--- config.mk ---
export PLATFORM = sky130hd
export DESIGN_NAME = c_ext_fetch_state
export DESIGN_NICKNAME = d
export VERILOG_FILES = /design/src/rtl/fetch_pkg.sv /design/src/rtl/c_ext_span_fsm.sv /design/src/rtl/c_ext_fetch_state.sv
export SDC_FILE = /design/constraint.sdc
export NUM_CORES = 1
export LEC_CHECK = 0
export ABC_AREA = 1
export BUFFER_PORTS_ARGS = -buffer_cell sky130_fd_sc_hd__buf_2
export CAP_MARGIN = 40
export CORE_MARGIN = 1.5
export CORE_UTILIZATION = 48
export CTS_CLUSTER_SIZE = 24
export DETAILED_ROUTE_END_ITERATION = 8
export PLACE_DENSITY = 0.84
export SYNTH_ARGS = -nofsm -noshare
export SYNTH_HDL_FRONTEND = slang
export SYNTH_SLANG_ARGS = --single-unit
--- constraint.sdc ---
create_clock -name i_clk -period 4 [get_ports i_clk]
set_input_delay 0.8 -clock i_clk [delete_from_list [all_inputs] [get_ports i_clk]]
set_output_delay 0.8 -clock i_clk [all_outputs]
set_load 0.02 [all_outputs]
--- src/rtl/fetch_pkg.sv ---
// Shared types and helpers for the C-extension fetch state logic.
package fetch_pkg;

  localparam int PARCEL_W = 16;

  typedef enum logic [2:0] {
    S_IDLE  = 3'd0,
    S_WAIT  = 3'd1,
    S_READY = 3'd2,
    S_HOLD  = 3'd3,
    S_BUF   = 3'd4
  } span_state_e;

  // A 16-bit parcel is compressed unless its two low bits are both set.
  function automatic logic is_rvc_parcel(input logic [1:0] bits);
    return (bits != 2'b11);
  endfunction

endpackage

--- src/rtl/c_ext_span_fsm.sv ---
// Tracks a 32-bit instruction that straddles two fetch words and holds its two halves.
module c_ext_span_fsm
  import fetch_pkg::*;
(
  input  logic                clk,
  input  logic                rst,
  input  logic                stall,
  input  logic                flush,
  input  logic                instr_valid,
  input  logic                pc_hi_half,
  input  logic                is_compressed,
  input  logic [PARCEL_W-1:0] effective_hi,
  input  logic [PARCEL_W-1:0] instr_lo,
  output logic                wait_for_fetch,
  output logic                in_progress,
  output logic                to_halfword,
  output logic                use_buffer,
  output logic [PARCEL_W-1:0] span_lo,
  output logic [PARCEL_W-1:0] span_hi
);

  span_state_e state_r;

  // Span state, its one-hot status flags and the two captured halves
  always_ff @(posedge clk) begin
    if (rst) begin
      state_r        <= S_IDLE;
      wait_for_fetch <= 1'b0;
      in_progress    <= 1'b0;
      to_halfword    <= 1'b0;
      use_buffer     <= 1'b0;
      span_lo        <= {PARCEL_W{1'b0}};
      span_hi        <= {PARCEL_W{1'b0}};
    end else if (flush) begin
      state_r        <= S_IDLE;
      wait_for_fetch <= 1'b0;
      in_progress    <= 1'b0;
      to_halfword    <= 1'b0;
      use_buffer     <= 1'b0;
    end else if (!stall) begin
      case (state_r)
        S_IDLE: begin
          if (pc_hi_half && !is_compressed) begin
            span_lo        <= effective_hi;
            state_r        <= S_WAIT;
            wait_for_fetch <= 1'b1;
          end
        end
        S_WAIT: begin
          if (instr_valid) begin
            span_hi        <= instr_lo;
            state_r        <= S_READY;
            wait_for_fetch <= 1'b0;
            in_progress    <= 1'b1;
          end
        end
        // Next PC is halfword-aligned and the memory word is stale, so hold one beat.
        S_READY: begin
          state_r     <= S_HOLD;
          in_progress <= 1'b0;
          to_halfword <= 1'b1;
        end
        S_HOLD: begin
          state_r     <= S_BUF;
          to_halfword <= 1'b0;
          use_buffer  <= 1'b1;
        end
        S_BUF: begin
          state_r    <= S_IDLE;
          use_buffer <= 1'b0;
        end
        default: begin
          state_r        <= S_IDLE;
          wait_for_fetch <= 1'b0;
          in_progress    <= 1'b0;
          to_halfword    <= 1'b0;
          use_buffer     <= 1'b0;
        end
      endcase
    end
  end

endmodule

--- src/rtl/c_ext_fetch_state.sv ---
// IF-stage C-extension state keeper: instruction buffer, stall history and spanning FSM
// feeding the instruction aligner.
module c_ext_fetch_state
  import fetch_pkg::*;
#(
  parameter int XLEN = 32
) (
  input  logic                i_clk,
  input  logic                i_rst,
  input  logic                i_stall,
  input  logic                i_flush,
  input  logic [31:0]         i_instr,
  input  logic                i_instr_valid,
  input  logic [XLEN-1:0]     i_pc_reg,
  input  logic                i_is_compressed,
  input  logic                i_sel_nop,
  input  logic [31:0]         i_effective_instr,
  output logic [31:0]         o_instr_buffer,
  output logic                o_prev_was_compressed_at_lo,
  output logic                o_prev_was_compressed_at_lo_saved,
  output logic                o_stall_registered,
  output logic                o_spanning_wait_for_fetch,
  output logic                o_spanning_in_progress,
  output logic [PARCEL_W-1:0] o_spanning_buffer,
  output logic [PARCEL_W-1:0] o_spanning_second_half,
  output logic                o_spanning_to_halfword_registered,
  output logic                o_use_buffer_after_spanning
);

  logic advance_s;
  logic lo_issue_s;
  logic capture_s;
  logic unused_pc_s;

  assign advance_s   = !i_stall && !i_flush;
  assign lo_issue_s  = !i_pc_reg[1] && i_is_compressed && !i_sel_nop;
  assign capture_s   = o_spanning_wait_for_fetch && advance_s && i_instr_valid;
  assign unused_pc_s = ^{i_pc_reg[XLEN-1:2], i_pc_reg[0]};

  c_ext_span_fsm u_span_fsm (
    .clk            (i_clk),
    .rst            (i_rst),
    .stall          (i_stall),
    .flush          (i_flush),
    .instr_valid    (i_instr_valid),
    .pc_hi_half     (i_pc_reg[1]),
    .is_compressed  (i_is_compressed),
    .effective_hi   (i_effective_instr[31:16]),
    .instr_lo       (i_instr[15:0]),
    .wait_for_fetch (o_spanning_wait_for_fetch),
    .in_progress    (o_spanning_in_progress),
    .to_halfword    (o_spanning_to_halfword_registered),
    .use_buffer     (o_use_buffer_after_spanning),
    .span_lo        (o_spanning_buffer),
    .span_hi        (o_spanning_second_half)
  );

  // Buffer, previous-parcel history and stall bookkeeping; buffer survives flush
  always_ff @(posedge i_clk) begin
    if (i_rst) begin
      o_instr_buffer                    <= 32'h0000_0000;
      o_prev_was_compressed_at_lo       <= 1'b0;
      o_prev_was_compressed_at_lo_saved <= 1'b0;
      o_stall_registered                <= 1'b0;
    end else if (i_flush) begin
      o_prev_was_compressed_at_lo       <= 1'b0;
      o_prev_was_compressed_at_lo_saved <= 1'b0;
      o_stall_registered                <= 1'b0;
    end else begin
      o_stall_registered <= i_stall;
      if (i_stall && !o_stall_registered) begin
        o_prev_was_compressed_at_lo_saved <= o_prev_was_compressed_at_lo;
      end
      if (!i_stall) begin
        o_prev_was_compressed_at_lo <= lo_issue_s;
      end
      // The completing spanning word takes precedence over a low-half compressed issue.
      if (capture_s) begin
        o_instr_buffer <= i_instr;
      end else if (advance_s && lo_issue_s) begin
        o_instr_buffer <= i_effective_instr;
      end
    end
  end

endmodule

* Yosys cells after proc, flatten, opt, wreduce, memory -nomap -nowiden
Index checks and enable logic that the tools add are counted.
Word-level totals: bits in registers 74, latch bits 0, RAM bits 0, ROM bits 0, output and inout bits 71, memories 0
Operators by class: $add $sub $neg 0, $mul 0, div/mod/pow operators 0, magnitude comparators 0, equal/unequal tests 6, shift operators 0, mux-type cells 12, bitwise logic cells 6, reductions and logical operators 29
Operators by type and width (count):
- 32-bit 2-to-1 mux | 2
- 3-bit case mux with 4 select lines | 1
- 4-bit AND reduction | 3
- 3-bit OR reduction | 4
- 1-bit logical AND | 8
- 3-bit by 2-bit == test with 1-bit output (second input constant) | 2
- 1-bit logical NOT | 6
- 3-bit 2-to-1 mux | 2
- 1-bit inverter | 6
- 1-bit case mux with 2 select lines | 3
- 2-bit AND reduction | 3
- 3-bit AND reduction | 2
- 3-bit by 1-bit == test with 1-bit output (second input constant) | 1
- 3-bit == test (second input constant) | 1
- 3-bit logical NOT | 1
- 1-bit 2-to-1 mux | 3
- 1-bit case mux with 3 select lines | 1
- 2-bit by 1-bit inequality test with 1-bit output (second input constant) | 1
- 2-bit inequality test (second input constant) | 1
- 2-bit nonzero test | 1
- 2-bit OR reduction | 1

* Logic depth before layout (Yosys ltp)
Gate-level depths: netlist (run 1).
depth in word-level cells 6, gate-level depth with buffers 9, gate-level depth less buffers 8

* By module
From an unflattened synthesis (run 1), not the netlist that was laid out.
Second synthesis, totals: cells, all modules 534, area, all modules 3514.6 um^2
By module, submodules not included:
- c_ext_fetch_state | instances 1, cells each 337, area an instance 1974.4 um^2, seq. area each 700.7 um^2
- c_ext_span_fsm | instances 1, cells each 197, area an instance 1540.2 um^2, seq. area each 780.7 um^2

* Worst setup path after synthesis (run 1)
Ideal clock, no wire load.
kind input -> register, start in i_flush, end reg u_span_fsm.span_lo[10], arrival time 1.634 ns, data required time 3.884 ns, slack 2.250 ns, cell stages on the path 7, buffers on the path 1, path through inv_1 -> nand2_4 -> nor3_4 -> inv_2 -> buf_2 -> nor2_1 -> nor2_1
Between the ends: cells in the longest elaborated chain, start to end 2
RTL lines:
- start: declaration | RTL line c_ext_fetch_state.sv:11 | input logic i_flush,
- 1-bit inverter (no line)
- 4-bit AND reduction (no line)
- end signal: assignment | RTL line c_ext_span_fsm.sv:32 | span_lo <= {PARCEL_W{1'b0}};
- end signal: assignment | RTL line c_ext_span_fsm.sv:44 | span_lo <= effective_hi;
- end: declaration | RTL line c_ext_span_fsm.sv:18 | output logic [PARCEL_W-1:0] span_lo,
Every way passes these cells. A chain may end at the register's enable or synchronous reset.

* Final worst setup path (run 1)
start in i_stall, end reg o_instr_buffer[29]
Between the ends: cells in the longest elaborated chain, start to end 6, elaborated cells between the ends (all ways) 8, classes of those cells mux (1); reduce/logical (7)
RTL lines:
- start: declaration | RTL line c_ext_fetch_state.sv:10 | input logic i_stall,
- 1-bit logical NOT (*)
- 1-bit logical AND (*) | RTL line c_ext_fetch_state.sv:35 | assign advance_s = !i_stall && !i_flush;
- 1-bit logical AND (2 in a row) | RTL line c_ext_fetch_state.sv:37 | assign capture_s = o_spanning_wait_for_fetch && advance_s && i_instr_valid;
- 2-bit nonzero test (no line)
- 2-bit AND reduction (no line)
- end signal: assignment | RTL line c_ext_fetch_state.sv:79 | o_instr_buffer <= i_instr;
- end signal: assignment | RTL line c_ext_fetch_state.sv:81 | o_instr_buffer <= i_effective_instr;
- end: declaration | RTL line c_ext_fetch_state.sv:18 | output logic [31:0] o_instr_buffer,
Mark *: on every way between the ends. The rest lies on a longest branch, timed or not.

==> flow_summary.yaml, run 1 <==
run_status:
  status: "completed"
grt:
  grt_max_degree: 35
  overflow: 0
  grt_util_met3: 0.0570
  grt_pass1_wl_um: 14600
  grt_use_total: 0.254
  gr-usage-met2: 0.432
  grt_pass1_vias: 3208
  grt_antenna_before_repair: 0
  grt.met1_usage: 0.307
  busiest_layer: "met2"
power:
  power_density_mw_per_mm2: 396
  power_frac_seq: 0.464
  leakage_nw: 2.25
  peakVddDrop_mv: 0.225
  p_int_mw: 1.26
  p_clk_frac: 0.439
  switching_share: 0.234
  power.switching_mw: 0.384
  combPwrFrac: 0.098
place:
  globalplace.congestion: 0.895
  dp_hpwl_um: 6270
  port_buffers: 142
sta:
  clock.fmax_mhz: 343
  skew_ns: 0.00970
  worst_pin_slew_ns: 0.793
  finalCritPeriodShare: 0.729
  slew_viol_final: 0
  final.setup.tns_ns: 0
  setup_viol: 0
  rsz0062_at_grt: "no"
  relSlewSlack: 0.469
  hold_viol: 0
  fin_hold_ws_ns: 0.464
  period_needed_ns: 2.92
floorplan:
  dieHeight_um: 84.7
  die_w_um: 84.7
  initial_core_util: 0.501
  core_area_mm2: 0.00639
  rows: 29
  ios: 174
  dieArea_mm2: 0.00717
critical_path:
  critPathRequiredTime_ns: 4.23
  cp.arrival_ns: 3.15
  end_kind: "flop"
  worstSetupPathType: "in2reg"
  worstPathMaxFanout: 34
  cp-start-kind: "input port"
cts:
  ctsHoldBuffers: 0
  htreeDepth: 3
  cts_tree: "done"
  numCtsBuffers: 9
  clock_latency_ns: 0.34
  cts_setup_buffers: 0
  postCtsResizedCells: 0
  clock-sinks: 74
  ctsRootBufferMaster: "clkbuf_8"
  clk_pin_slew_ns: 0.08
  cts_buffer_depth: 2
synthesis:
  syn_inst: 459
  synth_edf_count: 0
  syn_area_per_cell_um2: 6.97
  synth_top_area_cell: "dfxtp_1"
  syn_area_mm2: 0.00320
  yosysTopAreaCellShare: 0.463
  syn-num-nets: 562
  async_flop_share: 0
  ys.warnings.count: 0
  synthTopCellsByArea: "dfxtp_1 (46%), nor2_1 (15%), o21ai_0 (9.7%)"
  yosys_most_used_dff: "dfxtp_1"
  seq_area_frac_synth: 0.463
  ys_ff_latch: 74
  synth_cell_types: 24
drt:
  via_per_inst: 5.19
  drcViolationCount: 0
  vias: 3472
  routedWlPerCell_um: 13.7
  drt_iter0_drc: 203
  routed_wl_um: 9150
  firstDrtPassIters: 5
  ant_nets: 0
cells_and_area:
  drive_above_1_share: 0.294
  syn_to_final_growth_pct: 29.7
  fin_nets: 690
  final_common_cell: "buf_2"
  mostFrequentLayoutCells: "buf_2 (142), nor2_1 (132), nand2_1 (78), dfxtp_1 (74), o21ai_0 (62)"
  diodes: 0
hold_path:
  hold_path_class: "reg2reg"
flow_run:
  drv_cap: 0
-- through the flow --
stage	power, mW	cell area (um^2)	util	std cells	setup slack, ns
floorplan	0.865	3200	-	459	2.25
global placement	0.933	3880	0.608	652	0.793
detailed placement	0.938	3900	0.611	653	0.741
CTS	1.66	4150	0.650	669	1.11
global route	1.71	4150	0.650	669	0.840
finish	1.64	4150	0.650	669	1.08
-- sequential cells by signal, indices dropped and copies added, names as in the netlist --
name	count
o_instr_buffer	32
u_span_fsm.span_hi	16
u_span_fsm.span_lo	16
u_span_fsm.state_r	3
o_prev_was_compressed_at_lo	1
o_prev_was_compressed_at_lo_saved	1
o_stall_registered	1
u_span_fsm.in_progress	1
u_span_fsm.to_halfword	1
u_span_fsm.use_buffer	1
u_span_fsm.wait_for_fetch	1
-- cells by family (layout without fill, tap and decap cells) --
family          after synthesis  after routing  synth area share
flops                        74             74             0.463
buf+inv                      46            179            0.0653
compound gates               80             80             0.132
simple gates                259            259             0.340
-- Yosys cell counts (3+ instances only) --
library cell / instances
dfxtp_1: 74
nand3_1: 39
buf_4: 5
o21ai_0: 62
clkbuf_1: 11
nor2_1: 132
inv_1: 13
a21oi_1: 8
buf_2: 12
nand2_1: 78
o31ai_1: 3
inv_2: 3
o21ai_1: 5
-- final cells by class --
type	instances	area, um^2
Timing Repair Buffer	145	741
Fill cell	579	2240
Tap cell	77	96.3
Inverter	18	70.1
Clock buffer	11	151
Clock inverter	5	100
Sequential cell	74	1480
Multi-Input combinational cell	339	1510
-- metal layers --
layer / up-vias / part of all wire
li1: 1729 / -
met3: 16 / 0.080
met4: 0 / 0.017
met1: 1570 / 0.43
met5: - / 0
met2: 157 / 0.47
-- worst paths after layout --
check	start	end	slack, ns	cells after the start
worst max-delay path	i_stall	o_instr_buffer[29]	1.08	9
worst min-delay path	u_span_fsm.in_progress	u_span_fsm.in_progress	0.46	2
worst max register to register	u_span_fsm.wait_for_fetch	o_instr_buffer[29]	2.06	5
worst min register to register	u_span_fsm.in_progress	u_span_fsm.in_progress	0.46	2
-- power by group through the flow --
stage	Clock [mW]	Sequential, mW	Combinational (mW)
after floorplan	0	0.798	0.0669
after global placement	0	0.778	0.156
after detailed placement	0	0.778	0.159
after CTS	0.735	0.761	0.160
after global routing	0.766	0.764	0.178
final	0.721	0.762	0.161
-- worst max-delay path, cell delays in order --
cell and delay [ns]:
buf_2 0.15, inv_4 0.12, nand2_4 0.11, nor2_8 0.41
nand2_4 0.37, o21ai_4 0.42, inv_2 0.46, nor2_1 0.21
nor2_1 0.08
Power figures use the tool's default switching activity.
==> run 2, diff against run 1 <==
ABC_AREA = 0   (was 1)
CORE_UTILIZATION = 46   (was 48)
PLACE_DENSITY = 0.79   (was 0.84)
clock period = 2.94 ns   (was 4 ns; I/O delays follow)
==> flow_summary.yaml, run 2 <==
run_status:
  status: "completed"
floorplan:
  die_w_um: 91.3
  dieHeight_um: 91.3
  dieArea_mm2: 0.00833
  rows: 32
  initial_core_util: 0.469
  core_area_mm2: 0.00765
  ios: 174
synthesis:
  synth_cell_types: 36
  synth_top_family_by_area: "compound AO/OA/AOI/OAI gates"
  syn-num-nets: 491
  ys_ff_latch: 74
  synth_most_common_cell: "dfxtp_1"
  synthTopCellsByArea: "dfxtp_1 (41%), mux2i_1 (13%), o311ai_0 (6.6%)"
  yosysTopAreaCellShare: 0.413
  yosys-top-cells-count: "dfxtp_1 (74), mux2i_1 (48), a21oi_1 (40)"
  synth_compound_area_frac: 0.218
  syn_inst: 388
  yosys.area_share.simple: 0.178
  async_flop_share: 0
  ys.warnings.count: 0
  synth_fa_ha_area_frac: 0
  syn_area_mm2: 0.00359
  seq_area_frac_synth: 0.413
  synth_top_area_cell: "dfxtp_1"
  synth_edf_count: 0
  syn_area_per_cell_um2: 9.24
  yosys_most_used_dff: "dfxtp_1"
  muxShareOfSynthArea: 0.134
  synth_xor_area_frac: 0
place:
  globalplace.congestion: 0.778
  placed_area_mm2: 0.00430
  place_inst: 601
  dp_hpwl_um: 6680
  port_buffers: 142
cts:
  clk_pin_slew_ns: 0.07
  clock_latency_ns: 0.35
  cts_buffer_depth: 2
  numCtsBuffers: 9
  htreeDepth: 3
  postCtsResizedCells: 0
  ctsHoldBuffers: 0
  clock-sinks: 74
  ctsRootBufferMaster: "clkbuf_8"
  cts_tree: "done"
  cts_setup_buffers: 0
cells_and_area:
  reg.largest.list: "o_instr_buffer (32), u_span_fsm.span_hi (16), u_span_fsm.span_lo (16)"
  final_area_mm2: 0.00452
  final_common_cell: "buf_2"
  fin_nets: 613
  mostFrequentLayoutCells: "buf_2 (142), dfxtp_1 (74), mux2i_1 (48), a21oi_1 (40), nand2_1 (35)"
  syn_to_final_growth_pct: 26.1
  diodes: 0
  num-fill-cells: 713
  regMostFlops: "o_instr_buffer"
  drive_above_1_share: 0.365
  final_cells: 617
  largest_register_ffs: 32
drt:
  vias: 3398
  dr_wl_met3_um: 608
  routed_wl_um: 9510
  dr_wl_met2_um: 4720
  dr.max_layer_used: "met4"
  firstDrtPassIters: 4
  via_per_inst: 5.51
  wl_met1_um: 4090
  drcViolationCount: 0
  ant_nets: 0
  routedWlPerCell_um: 15.4
  drt_iter0_drc: 180
critical_path:
  end_kind: "flop"
  cp-start-kind: "input port"
  worstSetupPathType: "in2reg"
  worstPathMaxFanout: 25
  r2r_cells: 4
  critPathRequiredTime_ns: 3.17
  cp.arrival_ns: 2.19
sta:
  slew_viol_final: 0
  clock.fmax_mhz: 509
  rsz0062_at_grt: "no"
  hold_viol: 0
  skew_ns: 0.00492
  setup_viol: 0
  relSlewSlack: 0.424
  period_needed_ns: 1.97
  worst_pin_slew_ns: 0.861
  fin_hold_ws_ns: 0.461
  final.setup.tns_ns: 0
  finalCritPeriodShare: 0.668
flow_run:
  drv_cap: 0
hold_path:
  whs_path_depth: 2
  hold_path_class: "reg2reg"
power:
  combPwrFrac: 0.099
  p_int_mw: 1.60
  leakage_nw: 2.02
  peakVddDrop_mv: 0.307
  total_power_mw: 2.13
  power_density_mw_per_mm2: 471
  power.switching_mw: 0.527
  power_frac_seq: 0.481
  p_clk_frac: 0.420
  switching_share: 0.247
grt:
  grt_antenna_before_repair: 0
  grt_pass1_wl_um: 15300
  grt_use_total: 0.229
  grt_pass1_vias: 3101
  grt_max_degree: 65
  overflow: 0
## run 2: cell count changes after synthesis, sizes merged, moves of 10 or more
| cell | change |
|---|---|
| o21ai | -45 |
| nand2b | +34 |
| nand2 | -47 |
| nor2 | -130 |
| o311ai | +32 |
| nand3 | -21 |
| clkbuf | +10 |
| a21oi | +48 |
| inv | -15 |
| mux2i | +48 |
## run 2: layer usage
metal | GRT usage | vias up
met5 | 0 | -
met2 | 0.382 | 112
met4 | 0.0755 | 0
met3 | 0.0503 | 7
met1 | 0.291 | 1617
li1 | - | 1662
## run 2: final cells by class
class | instances | area, um^2 | area share
sequential | 74 | 1480 | 0.328
clock inverter | 6 | 88.8 | 0.0196
multi-input combinational | 273 | 1900 | 0.420
inverter | 3 | 11.3 | 0.00249
tap | 102 | 128 | 0.0282
timing repair buffer | 149 | 776 | 0.172
clock buffer | 10 | 138 | 0.0304
## run 2: logic make-up (layout without fill, tap and decap cells)
| kind of cell | after synthesis | in the layout |
|---|---|---|
| mux | 48 | 48 |
| simple gates | 109 | 109 |
| buf+inv | 41 | 168 |
| compound gates | 116 | 116 |
| flops | 74 | 74 |
## run 2: worst paths after layout
check	from	end	slack, ns
min reg2reg	u_span_fsm.span_lo[1]	u_span_fsm.span_lo[1]	0.46
min	u_span_fsm.span_lo[1]	u_span_fsm.span_lo[1]	0.46
max	i_stall	o_instr_buffer[17]	0.97
max reg2reg	u_span_fsm.wait_for_fetch	o_instr_buffer[17]	1.15
## run 2: critical path: stages
cell and delay, ns:
buf_2 0.23, and4bb_2 0.78, buf_12 0.26, mux2i_1 0.25, a21oi_2 0.07
## run 2: power by group through the flow
stage               Combinational [mW]  Sequential, mW  Clock (mW)
finish                           0.212            1.02       0.894
global placement                 0.207            1.05           0
global route                     0.233            1.03       0.957
detailed placement               0.213            1.05           0
floorplan                        0.105            1.06           0
CTS                              0.214            1.03       0.912
## run 2: metrics by stage
stage,worst slack [ns],utilization
floorplan,1.09,-
global route,0.867,0.591
detailed placement,0.607,0.562
global placement,0.634,0.562
finish,0.975,0.591
CTS,0.975,0.591
==> run 3, diff against run 2 <==
ABC_AREA = 1   (was 0)
CORE_UTILIZATION = 40   (was 46)
PLACE_DENSITY = 0.75   (was 0.79)
clock period = 1.75 ns   (was 2.94 ns; I/O delays follow)
==> flow_summary.yaml, run 3 (synthesis gave the netlist of run 1 again) <==
drt:
  drcViolationCount: 0
  drt_iter0_drc: 119
  routed_wl_um: 9420
  firstDrtPassIters: 4
  ant_nets: 0
  via_per_inst: 4.99
  vias: 3502
  routedWlPerCell_um: 13.4
grt:
  grt_pass1_wl_um: 15200
  grt_pass1_vias: 3288
  grt_max_degree: 65
  grt_use_total: 0.224
  grt_antenna_before_repair: 0
  overflow: 0
cts:
  ctsHoldBuffers: 0
  clock-sinks: 74
  cts_tree: "done"
  numCtsBuffers: 9
  clock_latency_ns: 0.34
  clk_pin_slew_ns: 0.07
  ctsRootBufferMaster: "clkbuf_8"
  cts_setup_buffers: 0
  htreeDepth: 3
  postCtsResizedCells: 0
  cts_buffer_depth: 2
critical_path:
  r2r_cells: 7
  end_kind: "flop"
  critPathRequiredTime_ns: 2.03
  worstSetupPathType: "reg2reg"
  cp.arrival_ns: 1.77
  worst-r2r-setup-slack_ns: 0.25
  cp-start-kind: "flop"
  worstPathMaxFanout: 17
floorplan:
  ios: 174
  dieHeight_um: 92.5
  die_w_um: 92.5
  dieArea_mm2: 0.00855
  initial_core_util: 0.414
  core_area_mm2: 0.00773
  rows: 32
sta:
  final.setup.tns_ns: 0
  skew_ns: 0.00645
  rsz0062_at_grt: "no"
  setup_ws_ns: 0.253
  period_needed_ns: 1.50
  hold_viol: 0
  relSlewSlack: 0.621
  clock.fmax_mhz: 668
  slew_viol_final: 0
  setup_viol: 0
  worst_pin_slew_ns: 0.567
  finalCritPeriodShare: 0.856
power:
  power_density_mw_per_mm2: 787
  leakage_nw: 2.25
  total_power_mw: 3.27
  peakVddDrop_mv: 0.434
flow_run:
  drv_cap: 0
hold_path:
  hold_path_class: "in2reg"
  whs_path_depth: 3
place:
  dp_hpwl_um: 6680
  globalplace.congestion: 0.896
  port_buffers: 142
  post-place-ws_ns: 0.103
  placed_area_mm2: 0.00400
  place_inst: 686
run_status:
  status: "completed"
cells_and_area:
  diodes: 0
  fin_nets: 698
  final_area_mm2: 0.00416
  syn_to_final_growth_pct: 29.9
  drive_above_1_share: 0.298
  mostFrequentLayoutCells: "buf_2 (142), nor2_1 (132), nand2_1 (78), dfxtp_1 (74), o21ai_0 (62)"
  final_cells: 702
  regMostFlops: "o_instr_buffer"
  reg.largest.list: "o_instr_buffer (32), u_span_fsm.span_hi (16), u_span_fsm.span_lo (16)"
  largest_register_ffs: 32
  final_common_cell: "buf_2"
## run 3: cell types whose count changed in the layout (fill, tap and decap cells not counted), sizes merged, moves of 34 or more
cell / change
o21ai: +45
nor2: +130
a21oi: -48
nand2b: -34
mux2i: -48
nand2: +47
## run 3: where the power goes
group	internal, mW	switching (mW)	total (mW)	leakage [nW]
sequential	1.72	0.0209	1.74	0.599
clock	0.549	0.610	1.16	0.0872
combinational	0.142	0.230	0.372	1.56
## run 3: critical path: stages, from the launching register on
cell and delay, ns:
dfxtp_1 0.42, nor2_4 0.21, nand2_1 0.09, inv_1 0.11
nand2_2 0.11, inv_2 0.26, o21ai_0 0.12, a21oi_1 0.11
## run 3: cell type report
type,count,area [um^2]
Fill cell,811,3570
Multi-Input combinational cell,339,1510
Sequential cell,74,1480
Timing Repair Buffer,153,806
Clock buffer,13,149
Tap cell,102,128
Inverter,18,70.1
Clock inverter,3,15.0
## run 3: through the flow
step	hold WS (ns)	util
global route	0.248	0.538
finish	0.247	0.538
floorplan	0.455	-
CTS	0.230	0.538
global placement	0.458	0.517
detailed placement	0.470	0.517
## run 3: final timing paths
check,from,end
min,i_effective_instr[20],u_span_fsm.span_lo[4]
max reg2reg,u_span_fsm.state_r[1],u_span_fsm.span_hi[15]
min reg2reg,u_span_fsm.span_hi[10],u_span_fsm.span_hi[10]
max,u_span_fsm.state_r[1],u_span_fsm.span_hi[15]
## run 3: per-layer routing
| layer | GRT usage | part of all wire | vias up |
|---|---|---|---|
| li1 | - | - | 1744 |
| met3 | 0.0476 | 0.068 | 13 |
| met4 | 0.103 | 0.018 | 0 |
| met5 | 0 | 0 | - |
| met1 | 0.265 | 0.44 | 1588 |
| met2 | 0.385 | 0.48 | 157 |
